==> src/rtl/uart_rx_pkg.sv <==
// Shared types and constants for the UART receiver.
package uart_rx_pkg;

  typedef enum logic [2:0] {
    R_IDLE   = 3'd0,
    R_START  = 3'd1,
    R_DATA   = 3'd2,
    R_PARITY = 3'd3,
    R_STOP   = 3'd4,
    R_BREAK  = 3'd5
  } rx_state_t;

  localparam logic HI = 1'b1;
  localparam logic LO = 1'b0;

  localparam int CELL_CLKS_DEF = 16;
  localparam int WORD_LEN_DEF  = 8;

  // Even-parity bit of a zero-extended data word.
  function automatic logic xor_reduce(input logic [31:0] v);
    return ^v;
  endfunction

endpackage

==> src/rtl/uart_rx_deser_rx_line_sync.sv <==
// Two-flop synchroniser for the asynchronous serial line; resets to the idle level.
module rx_line_sync
  import uart_rx_pkg::*;
(
  input  logic sys_clk,
  input  logic sys_rst,
  input  logic din,
  output logic rxs
);

  logic meta_r;

  // Two-stage capture of the pad input into the sys_clk domain.
  always_ff @(posedge sys_clk) begin
    if (sys_rst) begin
      meta_r <= HI;
      rxs    <= HI;
    end else begin
      meta_r <= din;
      rxs    <= meta_r;
    end
  end

endmodule

==> src/rtl/uart_rx_deser.sv <==
// UART receive deserialiser: start validation, mid-cell sampling, framing check.
// Optional parity bit handling is enabled by defining UART_RX_PARITY_EN.
module uart_rx_deser
  import uart_rx_pkg::*;
#(
  parameter int CELL_CLKS  = CELL_CLKS_DEF,
  parameter int WORD_LEN   = WORD_LEN_DEF,
  parameter bit PARITY_ODD = 1'b0
) (
  input  logic                sys_clk,
  input  logic                sys_rst,
  input  logic                uart_recH,
  output logic [WORD_LEN-1:0] rec_dataH,
  output logic                rec_readyH,
  output logic                frame_errH,
  output logic                par_errH,
  output logic                rec_busyH
);

  localparam int CW = $clog2(CELL_CLKS);
  localparam int BW = $clog2(WORD_LEN + 1);
  localparam logic [CW-1:0] CNT_ZERO = {CW{1'b0}};
  localparam logic [CW-1:0] CNT_ONE  = CW'(1);
  localparam logic [CW-1:0] CNT_HALF = CW'(CELL_CLKS / 2 - 1);
  localparam logic [CW-1:0] CNT_LAST = CW'(CELL_CLKS - 1);
  localparam logic [BW-1:0] BIT_ZERO = {BW{1'b0}};
  localparam logic [BW-1:0] BIT_ONE  = BW'(1);
  localparam logic [BW-1:0] BIT_LAST = BW'(WORD_LEN - 1);

  rx_state_t     state_r;
  logic [CW-1:0] cnt_r;
  logic [BW-1:0] bit_cnt_r;
  logic [WORD_LEN-1:0] shift_r;
  logic          rxs_s;

  rx_line_sync u_sync (
    .sys_clk (sys_clk),
    .sys_rst (sys_rst),
    .din     (uart_recH),
    .rxs     (rxs_s)
  );

`ifdef UART_RX_PARITY_EN
  logic par_fail_r;
  logic par_err_r;
  logic par_exp_s;

  assign par_exp_s = xor_reduce(32'(shift_r)) ^ PARITY_ODD;
  assign par_errH  = par_err_r;
`else
  assign par_errH = LO;
`endif

  // Receive FSM; every output is registered alongside the state.
  always_ff @(posedge sys_clk) begin
    if (sys_rst) begin
      state_r    <= R_IDLE;
      cnt_r      <= CNT_ZERO;
      bit_cnt_r  <= BIT_ZERO;
      shift_r    <= {WORD_LEN{1'b0}};
      rec_dataH  <= {WORD_LEN{1'b0}};
      rec_readyH <= LO;
      frame_errH <= LO;
      rec_busyH  <= LO;
`ifdef UART_RX_PARITY_EN
      par_fail_r <= LO;
      par_err_r  <= LO;
`endif
    end else begin
      rec_readyH <= LO;
      frame_errH <= LO;
`ifdef UART_RX_PARITY_EN
      par_err_r  <= LO;
`endif
      case (state_r)
        R_IDLE: begin
          if (rxs_s == LO) begin
            state_r   <= R_START;
            cnt_r     <= CNT_ZERO;
            rec_busyH <= HI;
          end
        end
        R_START: begin
          if (cnt_r == CNT_HALF) begin
            cnt_r     <= CNT_ZERO;
            bit_cnt_r <= BIT_ZERO;
            if (rxs_s == LO) begin
              state_r <= R_DATA;
`ifdef UART_RX_PARITY_EN
              par_fail_r <= LO;
`endif
            end else begin
              state_r   <= R_IDLE;
              rec_busyH <= LO;
            end
          end else begin
            cnt_r <= cnt_r + CNT_ONE;
          end
        end
        R_DATA: begin
          if (cnt_r == CNT_LAST) begin
            cnt_r     <= CNT_ZERO;
            bit_cnt_r <= bit_cnt_r + BIT_ONE;
            shift_r   <= {rxs_s, shift_r[WORD_LEN-1:1]};
            if (bit_cnt_r == BIT_LAST) begin
`ifdef UART_RX_PARITY_EN
              state_r <= R_PARITY;
`else
              state_r <= R_STOP;
`endif
            end
          end else begin
            cnt_r <= cnt_r + CNT_ONE;
          end
        end
`ifdef UART_RX_PARITY_EN
        R_PARITY: begin
          if (cnt_r == CNT_LAST) begin
            cnt_r      <= CNT_ZERO;
            par_fail_r <= (rxs_s != par_exp_s);
            state_r    <= R_STOP;
          end else begin
            cnt_r <= cnt_r + CNT_ONE;
          end
        end
`endif
        R_STOP: begin
          if (cnt_r == CNT_LAST) begin
            cnt_r <= CNT_ZERO;
            if (rxs_s == HI) begin
              rec_dataH  <= shift_r;
              rec_readyH <= HI;
              rec_busyH  <= LO;
              state_r    <= R_IDLE;
`ifdef UART_RX_PARITY_EN
              par_err_r  <= par_fail_r;
`endif
            end else begin
              frame_errH <= HI;
              state_r    <= R_BREAK;
            end
          end else begin
            cnt_r <= cnt_r + CNT_ONE;
          end
        end
        // Stay here while the line is held low so a break reports once.
        R_BREAK: begin
          if (rxs_s == HI) begin
            state_r   <= R_IDLE;
            rec_busyH <= LO;
          end
        end
        default: begin
          state_r   <= R_IDLE;
          cnt_r     <= CNT_ZERO;
          bit_cnt_r <= BIT_ZERO;
          rec_busyH <= LO;
        end
      endcase
    end
  end

endmodule

==> config.mk <==
export PLATFORM = sky130hd
export DESIGN_NAME = uart_rx_deser
export DESIGN_NICKNAME = d
export VERILOG_FILES = /design/src/rtl/uart_rx_pkg.sv /design/src/rtl/uart_rx_deser_rx_line_sync.sv /design/src/rtl/uart_rx_deser.sv
export SDC_FILE = /design/constraint.sdc
export NUM_CORES = 1
export LEC_CHECK = 0
export ABC_AREA = 1
export CAP_MARGIN = 30
export CELL_PAD_IN_SITES_DETAIL_PLACEMENT = 1
export CELL_PAD_IN_SITES_GLOBAL_PLACEMENT = 1
export CORE_UTILIZATION = 40
export DETAILED_ROUTE_END_ITERATION = 8
export PLACE_DENSITY = 0.88
export REMOVE_ABC_BUFFERS = 1
export SLEW_MARGIN = 20
export SYNTH_ARGS = -nofsm -noshare
export SYNTH_HDL_FRONTEND = slang
export SYNTH_SLANG_ARGS = --single-unit
==> constraint.sdc <==
create_clock -name sys_clk -period 1.84 [get_ports sys_clk]
set_input_delay 0.184 -clock sys_clk [delete_from_list [all_inputs] [get_ports sys_clk]]
set_output_delay 0.184 -clock sys_clk [all_outputs]
set_load 0.02 [all_outputs]
* Word-level counts from Yosys, hierarchy flattened
Cells that the tools add are included.
Widths: inputs -> output; s select.
** Storage, ports and cells
- Register bits after elaboration :: 32
- Input bits :: 3
- Output and inout bits :: 12
** Operators by class
- Add/subtract/negate cells :: 2
- Equality and inequality tests :: 13
- Muxes and demuxes :: 23
- Bitwise gates (word level) :: 5
- Reductions and logical operators :: 10
** Operators with widths (count)
- $mux 3 :: 7
- $mux 4 :: 5
- $pmux 4 s4 :: 1
- $pmux 3 s5 :: 1
- $pmux 4 s3 :: 1
- $ne 2x2->1 const B :: 5
- $add 4x1->4 const B :: 2
- $eq 4x3->1 const B :: 2
- $eq 3x3->1 const B :: 2
- $mux 1 :: 6
- $reduce_and 3->1 :: 2
- $reduce_and 6->1 :: 1
- $reduce_or 3->1 :: 2
- $not 1->1 :: 5
- $pmux 1 s5 :: 1
- $eq 4x4->1 const B :: 1
- $reduce_and 2->1 :: 2
- $reduce_and 4->1 :: 1
- $eq 3x1->1 const B :: 1
- $eq 3x2->1 const B :: 1
- $logic_not 3->1 :: 1
- $mux 2 :: 1
- $ne 2x1->1 const B :: 1
- $reduce_or 2->1 :: 1

* Longest topological paths before layout
Gate-level depths: netlist (run 1).
- Depth in word-level cells :: 4
- Gate-level depth with buffers :: 10
- Mapped depth without buffers :: 10

* Modules after synthesis
Synthesis (run 1) repeated with hierarchy kept, for this count alone.
** Unflattened totals
- Cell total of the unflattened synthesis :: 209
- Area, all modules :: 1500.2 µm²
** By module, submodules not included
- uart_rx_deser :: instances 1, cells an instance 202, area an instance 1441.4 µm²
- rx_line_sync :: instances 1, cells an instance 7, area an instance 58.8 µm²

* Worst setup path after synthesis (run 1)
Ideal clock, no wire load.
- Path kind :: register -> register
- Start :: register cnt_r[0]
- End :: register rec_dataH[0]
- Setup time :: 116 ps
- Data arrival time :: 1213 ps
- Required time :: 1724 ps
- Slack :: 511 ps
- Cell stages (with the launch flop) :: 9
- Buffers on the path :: 0
- Period minus slack after synthesis :: 1329 ps
- Cells stage by stage :: dfxtp_1 -> ha_1 -> nand3_4 -> clkinv_2 -> nand2_2 -> nor2_4 -> inv_2 -> nor2_1 -> nor2_1
** On the way
- Longest elaborated chain between the ends :: 2
** Ends and longest elaborated chain
- start: declaration :: RTL line uart_rx_deser.sv:31 : logic [CW-1:0] cnt_r;
- start signal: assignment :: RTL line uart_rx_deser.sv:97 : cnt_r <= cnt_r + CNT_ONE;
- start signal: assignment :: RTL line uart_rx_deser.sv:113 : cnt_r <= cnt_r + CNT_ONE;
- start signal: assignment :: RTL line uart_rx_deser.sv:143 : cnt_r <= cnt_r + CNT_ONE;
- $eq 4x4->1 :: RTL line uart_rx_deser.sv:128 : if (cnt_r == CNT_LAST) begin
- $reduce_and 3->1 (no line)
- end signal: assignment :: RTL line uart_rx_deser.sv:61 : rec_dataH <= {WORD_LEN{1'b0}};
- end signal: assignment :: RTL line uart_rx_deser.sv:131 : rec_dataH <= shift_r;
- end: declaration :: RTL line uart_rx_deser.sv:13 : output logic [WORD_LEN-1:0] rec_dataH,
Every way passes these cells.
A chain may end at the register's enable or synchronous reset.

* Worst setup path after layout (run 1)
- Start :: register cnt_r[1]
- End :: register rec_dataH[5]
The elaborated chain is that of the path after synthesis.

==> reports/metrics.csv, run 1 <==
stage,metric,value,unit
run_status,status,"finished, final reports clean",
clocking,cts_resized,0,
global_route,grt_pass1_vias,1343,
yosys,ys.flop_type,dfxtp_1,
final_layout,final_core_util,50.4,%
yosys,ys_seq_area_share,43.7,%
timing,report.final.slew_viol_count,0,
clocking,htreeDepth,2,
yosys,synth_area,1470,sq um
routing,vias,1315,
yosys,synth_top_area_share,43.7,%
worst_setup_path,crit_arrival,1.83,ns
global_route,grt-ovfl-total,0,
global_route,grt_pass1_wl,6090,microns
place,place_ws,0.258,ns
routing,drc,0,
place,hpwl,2620,microns
routing,firstDrtPassIters,4,
yosys,synth_largest_area_cell,dfxtp_1,
yosys,synth_seq_cells,32,
floorplan,fp.coreArea,3420,sq um
timing,max_freq,630,MHz
timing,setup_slack,0.252,ns
yosys,synth_edf_count,0,
global_route,grt_start_max_net_pins,23,
clocking,cts_tree,yes,
final_layout,drive_above_1_share,14.5,%
final_layout,fillCellCount,448,
timing,rsz0062_at_grt,false,
timing,finalHoldViolCount,0,
global_route,grt_antenna_before_repair,0,
routing,postRouteAntennaNets,0,
routing,first_iter_violations,34,
floorplan,io-pin-count,15,
clocking,clkLatencyLatePin,0.35,ns
routing,drt_wl_total,3480,microns
place,gp_congestion,0.788,
floorplan,initial_utilization,42.9,%
place,portBuffers,13,
final_layout,layout.cells.most_common,nor2_1,
yosys,synth_cells,195,
hold_path,hp-class,in -> reg,
final_layout,stdcell_count,260,
yosys,avgSynthCellArea,7.51,sq um
yosys,yosysWarnings,0,
routing,post_drt_via_cell_ratio,5.06,
yosys,yosysUniqueCellTypes,25,
worst_setup_path,worstSetupEndpointType,flop,
final_layout,layout.nets,218,
clocking,clock-sinks,32,
final_layout,n_antenna_cell,0,
timing,final.setup.tns,0,ns
power_and_ir_drop,powerDensity,1300,nW/um^2
timing,fin_crit_sh,86.3,%
yosys,ys_async_sr_fraction,0,%
final_layout,area_growth,17.5,%
timing,finClkSkew,0.0116,ns
floorplan,die_area,3910,sq um
yosys,yosys-top-cells-area,"dfxtp_1, nor2_1, o21ai_0, nand2_1, nor2_4",
worst_setup_path,cp-start-kind,flop,
worst_setup_path,critPathKind,reg -> reg,
clocking,cts_hold_buf,0,
worst_setup_path,required,2.08,ns
floorplan,die_h,62.5,microns
routing,wire_per_inst,13.4,microns
clocking,cts_root_buf,clkbuf_4,
clocking,cts_setup_buffers,0,
timing,setup_violations,0,
place,dpl.cell_count,252,
job,cap_violations,0,
clocking,cts_buffer_depth,2,
power_and_ir_drop,ir_drop,0.628,mV
floorplan,num_rows,21,
final_layout,mostFrequentLayoutCells,"nor2_1, dfxtp_1, nand2_1, o21ai_0, clkdlybuf4s50_1",
timing,finalCriticalPeriod,1.59,ns
clocking,clkTransAtPathRegs,0.11,ns
worst_setup_path,critPathMaxFanout,9,
power_and_ir_drop,leakagePower,0.000784,uW
global_route,grt.total_usage,20.6,%
clocking,cts_buffers,5,
floorplan,die_w,62.5,microns
==> kinds of logic (layout without fill, tap and decap cells) <==
logic type / Yosys count / count (layout) / share of synthesized area (%)
simple gates: 103 / 103 / 34.9
fa+ha+maj: 2 / 2 / 1.71
buf+inv: 21 / 40 / 5.98
flops: 32 / 32 / 43.7
other cells: 1 / 1 / 0.256
xor+xnor: 4 / 4 / 2.39
compound gates: 32 / 32 / 11.0
==> report_power, final <==
group | switching [uW] | internal (uW)
Sequential | 90.4 | 756
Clock | 250 | 284
Combinational | 574 | 289
Total | 915 | 1330
==> synthesized netlist by cell type (all sizes together), types with 2 or more instances <==
cell type / count
xor2: 3
nor2: 51
nand4: 4
buf: 2
dfxtp: 32
clkbuf: 2
o21ai: 23
or2: 2
nand3: 12
ha: 2
a21oi: 8
nand2: 32
inv: 16
==> registers in the layout (all words and copies together) (netlist names) <==
| signal | flops |
|---|---|
| rec_dataH | 8 |
| cnt_r | 4 |
| u_sync.meta_r | 1 |
| frame_errH | 1 |
| bit_cnt_r | 4 |
| u_sync.rxs | 1 |
| rec_readyH | 1 |
| rec_busyH | 1 |
| shift_r | 8 |
| state_r | 3 |
==> stage by stage <==
stage                     hold slack [ns]  power, uW  area (sq um)
final                               0.400       2240          1720
after floorplan                     0.253       1520          1440
after detailed placement            0.397       1730          1650
after global placement              0.398       1700          1650
after CTS                           0.386       2270          1720
after global routing                0.424       2420          1720
==> worst paths after layout <==
check / startpoint / end / slack [ns] / cells past startpoint
worst max-delay path: cnt_r[1] / rec_dataH[5] / 0.25 / 8
worst min-delay path: uart_recH / u_sync.meta_r / 0.40 / 2
worst max register to register: cnt_r[1] / rec_dataH[5] / 0.25 / 8
worst min register to register: u_sync.meta_r / u_sync.rxs / 0.42 / 1
==> layer usage <==
metal	global-route usage [%]	part of all wire, %	vias to the layer above
li1	-	-	663
met1	21.8	43	614
met2	35.5	50	27
met3	5.66	3.8	11
met4	14.0	3.2	0
met5	0	0	-
==> area by class of cell <==
type                    count  area (sq um)  share of cell area, %
flip-flops and latches     32           641                   37.2
clock buffers               6          41.3                   2.40
well taps                  46          57.6                   3.34
multi-input cells         142           737                   42.8
inverters                  17          65.1                   3.78
repair buffers             15           145                   8.43
clock inverters             2          35.0                   2.03
==> worst max-delay path: stages (launching register included) <==
cell      delay, ns
dfxtp_1        0.39
ha_1           0.28
nand3_4        0.16
clkinv_2       0.09
nand2_2        0.07
nor2_4         0.20
inv_2          0.12
nor2_1         0.12
nor2_1         0.05
(Power assumes the default switching activity.)
==> inputs of run 2 (changes only) <==
--- a/config.mk
+++ b/config.mk
@@ -13,7 +13,7 @@
 export DETAILED_ROUTE_END_ITERATION = 8
 export PLACE_DENSITY = 0.88
 export REMOVE_ABC_BUFFERS = 1
-export SLEW_MARGIN = 20
+export SLEW_MARGIN = 25
 export SYNTH_ARGS = -nofsm -noshare
 export SYNTH_HDL_FRONTEND = slang
 export SYNTH_SLANG_ARGS = --single-unit
==> constraint.sdc (replaced) <==
create_clock -name sys_clk -period 1.6 [get_ports sys_clk]
set_input_delay 0.16 -clock sys_clk [delete_from_list [all_inputs] [get_ports sys_clk]]
set_output_delay 0.16 -clock sys_clk [all_outputs]
set_load 0.02 [all_outputs]
==> run 2 against run 1 <==
Setup slack got worse by 0.17 ns. Final cell count increased by 1.2%. First-iteration DRC count increased by 44%. Utilization increased by 1.2 points. Combinational power increased by 22%. Critical path depth decreased by 7. Sequential power increased by 15%. Total power increased by 18%. Non-clock buffer count increased by 3. Register-to-register slack got worse by 0.12 ns. Clock power increased by 18%. Clock skew decreased by 0.0033 ns. Critical endpoint is now rec_dataH[5]. Largest power group unchanged.
==> reports/metrics.csv, run 2 (synthesized netlist as in run 1, its figures left out) <==
stage,metric,value,unit
global_route,grt_start_max_net_pins,23,
timing,setup_violations,0,
floorplan,io-pin-count,15,
global_route,grt_pass1_wl,5900,microns
routing,drc,0,
place,portBuffers,13,
floorplan,fp.coreArea,3420,sq um
run_status,status,"finished, final reports clean",
final_layout,layout.nets,221,
timing,fin_crit_sh,94.9,%
final_layout,n_antenna_cell,0,
worst_setup_path,path_cells,clkdlybuf4s50_1,
worst_setup_path,critPathKind,reg -> out,
hold_path,whs_endpoint,u_sync.meta_r,
worst_setup_path,crit_family,buffers and inverters,
routing,first_iter_violations,49,
clocking,cts_root_buf,clkbuf_4,
power_and_ir_drop,powerDensity,1510,nW/um^2
worst_setup_path,slowest_delay,0.62,ns
routing,wire_per_inst,13.8,microns
power_and_ir_drop,leakagePower,0.000797,uW
floorplan,initial_utilization,42.9,%
hold_path,hp-class,in -> reg,
floorplan,num_rows,21,
floorplan,die_area,3910,sq um
worst_setup_path,critPathMaxFanout,2,
final_layout,layout.cells.most_common,nor2_1,
floorplan,die_h,62.5,microns
global_route,gr-usage-met1,21.4,%
timing,finalCriticalPeriod,1.52,ns
clocking,cts_buffers,5,
worst_setup_path,cp-start-kind,flop,
place,gp_congestion,0.771,
worst_setup_path,r2r_start,cnt_r[1],
routing,post_drt_via_cell_ratio,4.98,
timing,report.final.slew_viol_count,0,
global_route,gr-max-usage-layer,met2,
global_route,grt.total_usage,19.8,%
final_layout,drive_above_1_share,16.6,%
timing,finalHoldViolCount,0,
timing,rsz0062_at_grt,false,
clocking,clkLatencyLatePin,0.36,ns
floorplan,die_w,62.5,microns
worst_setup_path,worstRegToRegCells,8,
timing,final.setup.tns,0,ns
global_route,grt_pass1_vias,1333,
timing,max_freq,659,MHz
routing,vias,1309,
global_route,met3_usage,3.83,%
worst_setup_path,reg2reg_setup_slack,0.13,ns
worst_setup_path,path_buf_inv,1,
final_layout,area_growth,20.3,%
hold_path,hold_start,uart_recH,
place,hpwl,2640,microns
worst_setup_path,required,1.44,ns
worst_setup_path,crit_arrival,1.36,ns
power_and_ir_drop,ir_drop,0.604,mV
final_layout,mostFrequentLayoutCells,"nor2_1, dfxtp_1, nand2_1, o21ai_0, clkdlybuf4s50_1",
hold_path,worstHoldPathCells,2,
timing,finClkSkew,0.00833,ns
worst_setup_path,critPathSlowestCell,clkdlybuf4s50_1,
worst_setup_path,reg2reg_to,rec_dataH[0],
clocking,cts_tree,yes,
routing,postRouteAntennaNets,0,
global_route,grt-ovfl-total,0,
final_layout,largest_registers,"rec_dataH x8, shift_r x8",
clocking,cts_buffer_depth,2,
global_route,met2_usage,35.9,%
routing,drt_wl_total,3640,microns
clocking,cts_hold_buf,0,
timing,whs,0.362,ns
clocking,clock-sinks,32,
routing,firstDrtPassIters,4,
worst_setup_path,worstSetupEndpointType,output pin,
job,cap_violations,0,
clocking,htreeDepth,2,
clocking,clkTransAtPathRegs,0.11,ns
global_route,grt_antenna_before_repair,0,
-- run 2: how the worst max path moves through the flow --
| stage | from | endpoint | slack, ns | cells after the start |
|---|---|---|---|---|
| after floorplan | cnt_r[0] | state_r[2] | 0.27 | 9 |
| after global placement | cnt_r[1] | rec_dataH[2] | 0.15 | 8 |
| after detailed placement | cnt_r[0] | rec_dataH[7] | 0.08 | 8 |
| after CTS | cnt_r[0] | rec_dataH[0] | 0.05 | 8 |
| after global routing | state_r[0] | shift_r[5] | 0.01 | 8 |
| final | rec_dataH[5] | rec_dataH[5] | 0.08 | 1 |
-- run 2: timing repair --
item | 4_1_cts | 5_1_grt
buffers inserted | 0 | 1
setup endpoints to repair | 0 | 12
endpoints found under the hold margin | 0 | 0
resized for setup | 0 | 4
-- run 2: metrics by stage --
step,total power [uW],cells,utilization [%],setup slack [ns],instance area [sq um]
3_3_place_gp,1970,254,48.6,0.147,1660
5_1_grt,2820,263,51.6,0.0141,1760
4_1_cts,2620,262,50.8,0.0519,1740
2_1_floorplan,1750,191,-,0.269,1440
3_5_place_dp,2000,254,48.6,0.0845,1660
6_report,2650,263,51.6,0.0823,1760
-- run 2: layer usage --
metal | up-vias | part of all wire [%]
met5 | - | 0
met2 | 14 | 51
met3 | 8 | 2.3
li1 | 665 | -
met4 | 0 | 2.4
met1 | 622 | 44
-- run 2: worst reg2reg max path, delay by kind of cell (launching register included) --
kind	cells	cell delay, ns
flops	1	0.43
simple gates	5	0.55
buf+inv	2	0.20
fa+ha+maj	1	0.19
-- run 2: where the power goes --
part           switching, uW  leakage (uW)  internal (uW)
sequential               103      0.000260            872
combinational            692      0.000496            354
clock                    306     0.0000422            327
total                   1100      0.000797           1550
-- run 2: area by class of cell --
type	count	area, sq um
timing repair buffer	18	168
clock buffer	6	41.3
fill	448	1650
multi-input combinational	142	754
clock inverter	2	35.0
sequential	32	642
inverter	17	65.1
tap	46	57.6
==> inputs of run 3 (changes only) <==
--- a/config.mk
+++ b/config.mk
@@ -9,9 +9,10 @@
 export CAP_MARGIN = 30
 export CELL_PAD_IN_SITES_DETAIL_PLACEMENT = 1
 export CELL_PAD_IN_SITES_GLOBAL_PLACEMENT = 1
-export CORE_UTILIZATION = 40
+export CORE_UTILIZATION = 36
+export CTS_CLUSTER_DIAMETER = 50
 export DETAILED_ROUTE_END_ITERATION = 8
-export PLACE_DENSITY = 0.88
+export PLACE_DENSITY = 0.84
 export REMOVE_ABC_BUFFERS = 1
 export SLEW_MARGIN = 25
 export SYNTH_ARGS = -nofsm -noshare
==> constraint.sdc (replaced) <==
create_clock -name sys_clk -period 1.25 [get_ports sys_clk]
set_input_delay 0.125 -clock sys_clk [delete_from_list [all_inputs] [get_ports sys_clk]]
set_output_delay 0.125 -clock sys_clk [all_outputs]
set_load 0.02 [all_outputs]
==> run 3 against run 2 <==
Largest cell class unchanged. Utilization increased by 5.1 points. Non-clock buffer count increased by 27. Count of clock-buffer cells in the layout unchanged. The flow now finishes with violations (setup timing). Register-to-register slack got worse by 0.31 ns.
==> reports/metrics.csv, run 3 (synthesized netlist as in run 1, its figures left out) <==
stage,metric,value,unit
clocking,htreeDepth,2,
routing,wire_per_inst,15.7,microns
final_layout,n_antenna_cell,0,
floorplan,num_rows,22,
worst_setup_path,required,1.43,ns
clocking,cts_tree,yes,
place,post_dp_cell_area,1830,sq um
global_route,met3_usage,6.55,%
global_route,grt.total_usage,23.0,%
worst_setup_path,crit_arrival,1.61,ns
worst_setup_path,reg2reg_to,state_r[2],
place,portBuffers,13,
global_route,met2_usage,43.8,%
final_layout,area_growth,45.9,%
global_route,grt_antenna_before_repair,0,
timing,fin_crit_sh,115,%
routing,postRouteAntennaNets,0,
worst_setup_path,r2r_start,state_r[0],
run_status,status,finished with violations,
routing,first_iter_violations,39,
routing,drc,0,
power_and_ir_drop,seq_power_share,30.1,%
power_and_ir_drop,p_sw,1780,uW
clocking,clkLatencyLatePin,0.29,ns
global_route,gr-usage-met1,23.2,%
power_and_ir_drop,powerDensity,2010,nW/um^2
floorplan,die_h,65.8,microns
place,dpl.cell_count,277,
final_layout,layout.nets,248,
worst_setup_path,worstRegToRegCells,10,
final_layout,stdcell_count,292,
final_layout,drive_above_1_share,41.0,%
worst_setup_path,critPathKind,reg -> reg,
hold_path,hp-class,in -> reg,
place,hpwl,2990,microns
clocking,clock-sinks,32,
worst_setup_path,worstSetupEndpointType,flop,
clocking,cts_buffer_depth,2,
worst_setup_path,reg2reg_setup_slack,-0.18,ns
global_route,grt_pass1_vias,1578,
floorplan,fp.coreArea,3770,sq um
worst_setup_path,crit_start,state_r[0],
timing,finalCriticalPeriod,1.43,ns
clocking,cts_hold_buf,0,
routing,drt_wl_total,4600,microns
worst_setup_path,worstSetupEndpoint,state_r[2],
power_and_ir_drop,pwr-share-comb,46.7,%
routing,firstDrtPassIters,4,
timing,finalHoldViolCount,0,
timing,rsz0062_at_grt,true,
clocking,clkTransAtPathRegs,0.07,ns
power_and_ir_drop,ir_drop,0.830,mV
final_layout,mostFrequentLayoutCells,"nor2_1, buf_4, dfxtp_1, nand2_1, o21ai_0",
floorplan,initial_utilization,38.9,%
power_and_ir_drop,leakagePower,0.00102,uW
timing,max_freq,698,MHz
global_route,grt-ovfl-total,0,
clocking,cts_buffers,5,
worst_setup_path,critPathMaxFanout,4,
global_route,grt_pass1_wl,7220,microns
final_layout,design_area,2140,sq um
global_route,gr-max-usage-layer,met2,
timing,report.final.slew_viol_count,0,
place,gp_congestion,0.783,
job,cap_violations,0,
timing,setup_slack,-0.184,ns
clocking,cts_root_buf,clkbuf_8,
timing,setup_violations,25,
place,place_ws,-0.209,ns
worst_setup_path,cp-start-kind,flop,
floorplan,io-pin-count,15,
floorplan,die_w,65.8,microns
power_and_ir_drop,internal_power,2510,uW
run_status,violations,setup timing,
floorplan,die_area,4330,sq um
routing,vias,1461,
routing,post_drt_via_cell_ratio,5.00,
power_and_ir_drop,clockPowerShare,23.2,%
power_and_ir_drop,p_sw_share,41.5,%
global_route,grt_start_max_net_pins,14,
final_layout,largest_registers,"rec_dataH x8, shift_r x8",
final_layout,final_core_util,56.7,%
final_layout,layout.cells.most_common,nor2_1,
timing,finClkSkew,0.00631,ns
run 3: changes by cell type in the layout (fill, tap and decap cells not counted), moves of 6 or more:
cell,before,now
dfxtp_1,31,25
clkdlybuf4s50_1,13,2
o21ai_1,0,6
nor2_1,43,32
buf_4,5,28
o21ai_0,23,14
dlygate4sd2_1,0,11
nand2_2,4,10
nand2_1,28,18
nor2_2,1,11
run 3: worst min-delay path by stage:
stage / start / to / slack [ns] / depth (start not counted)
floorplan: sys_rst / bit_cnt_r[0] / 0.19 / 1
global placement: u_sync.meta_r / u_sync.rxs / 0.39 / 1
detailed placement: u_sync.meta_r / u_sync.rxs / 0.40 / 1
CTS: uart_recH / u_sync.meta_r / 0.39 / 2
global route: uart_recH / u_sync.meta_r / 0.40 / 2
finish: uart_recH / u_sync.meta_r / 0.40 / 2
run 3: per-layer routing:
layer  part of all wire (%)  routed length, microns
met5                      0                       0
met4                    1.1                      51
met3                    3.5                     159
met2                     55                    2540
met1                     40                    1850
run 3: area by class of cell:
cell class | instances | area, sq um
clock buffer | 6 | 72.6
fill | 474 | 1630
multi-input combinational | 142 | 861
clock inverter | 2 | 35.0
timing repair buffer | 45 | 380
tap | 48 | 60.1
inverter | 17 | 76.3
sequential | 32 | 652
run 3: worst max-delay path, stage by stage (launching register included):
cell	delay, ns
dfxtp_4	0.40
inv_4	0.06
nand2_2	0.08
nor2_4	0.05
buf_4	0.13
nand2_1	0.07
nand2_2	0.06
nor2_4	0.15
nand2_4	0.09
nor2_1	0.16
nor2_1	0.07
run 3: through the flow:
step | total power (uW) | hold slack (ns) | TNS [ns]
2_1_floorplan | 2230 | 0.194 | -0.983
3_3_place_gp | 2740 | 0.391 | -1.72
3_5_place_dp | 2810 | 0.397 | -4.03
4_1_cts | 3990 | 0.393 | -2.00
5_1_grt | 4530 | 0.401 | -4.18
6_report | 4290 | 0.397 | -2.24
run 3: power by group through the flow:
stage | Sequential (uW) | Combinational [uW] | Clock (uW)
6_report | 1290 | 2000 | 996
5_1_grt | 1300 | 2170 | 1050
4_1_cts | 1260 | 1720 | 1010
3_5_place_dp | 1240 | 1570 | 0
3_3_place_gp | 1230 | 1510 | 0
2_1_floorplan | 1250 | 982 | 0
run 3: repair_timing:
item	in CTS	in global routing
setup buffers	6	1
resized for setup	50	24
endpoints found under the setup margin	41	30
pin swaps	14	16
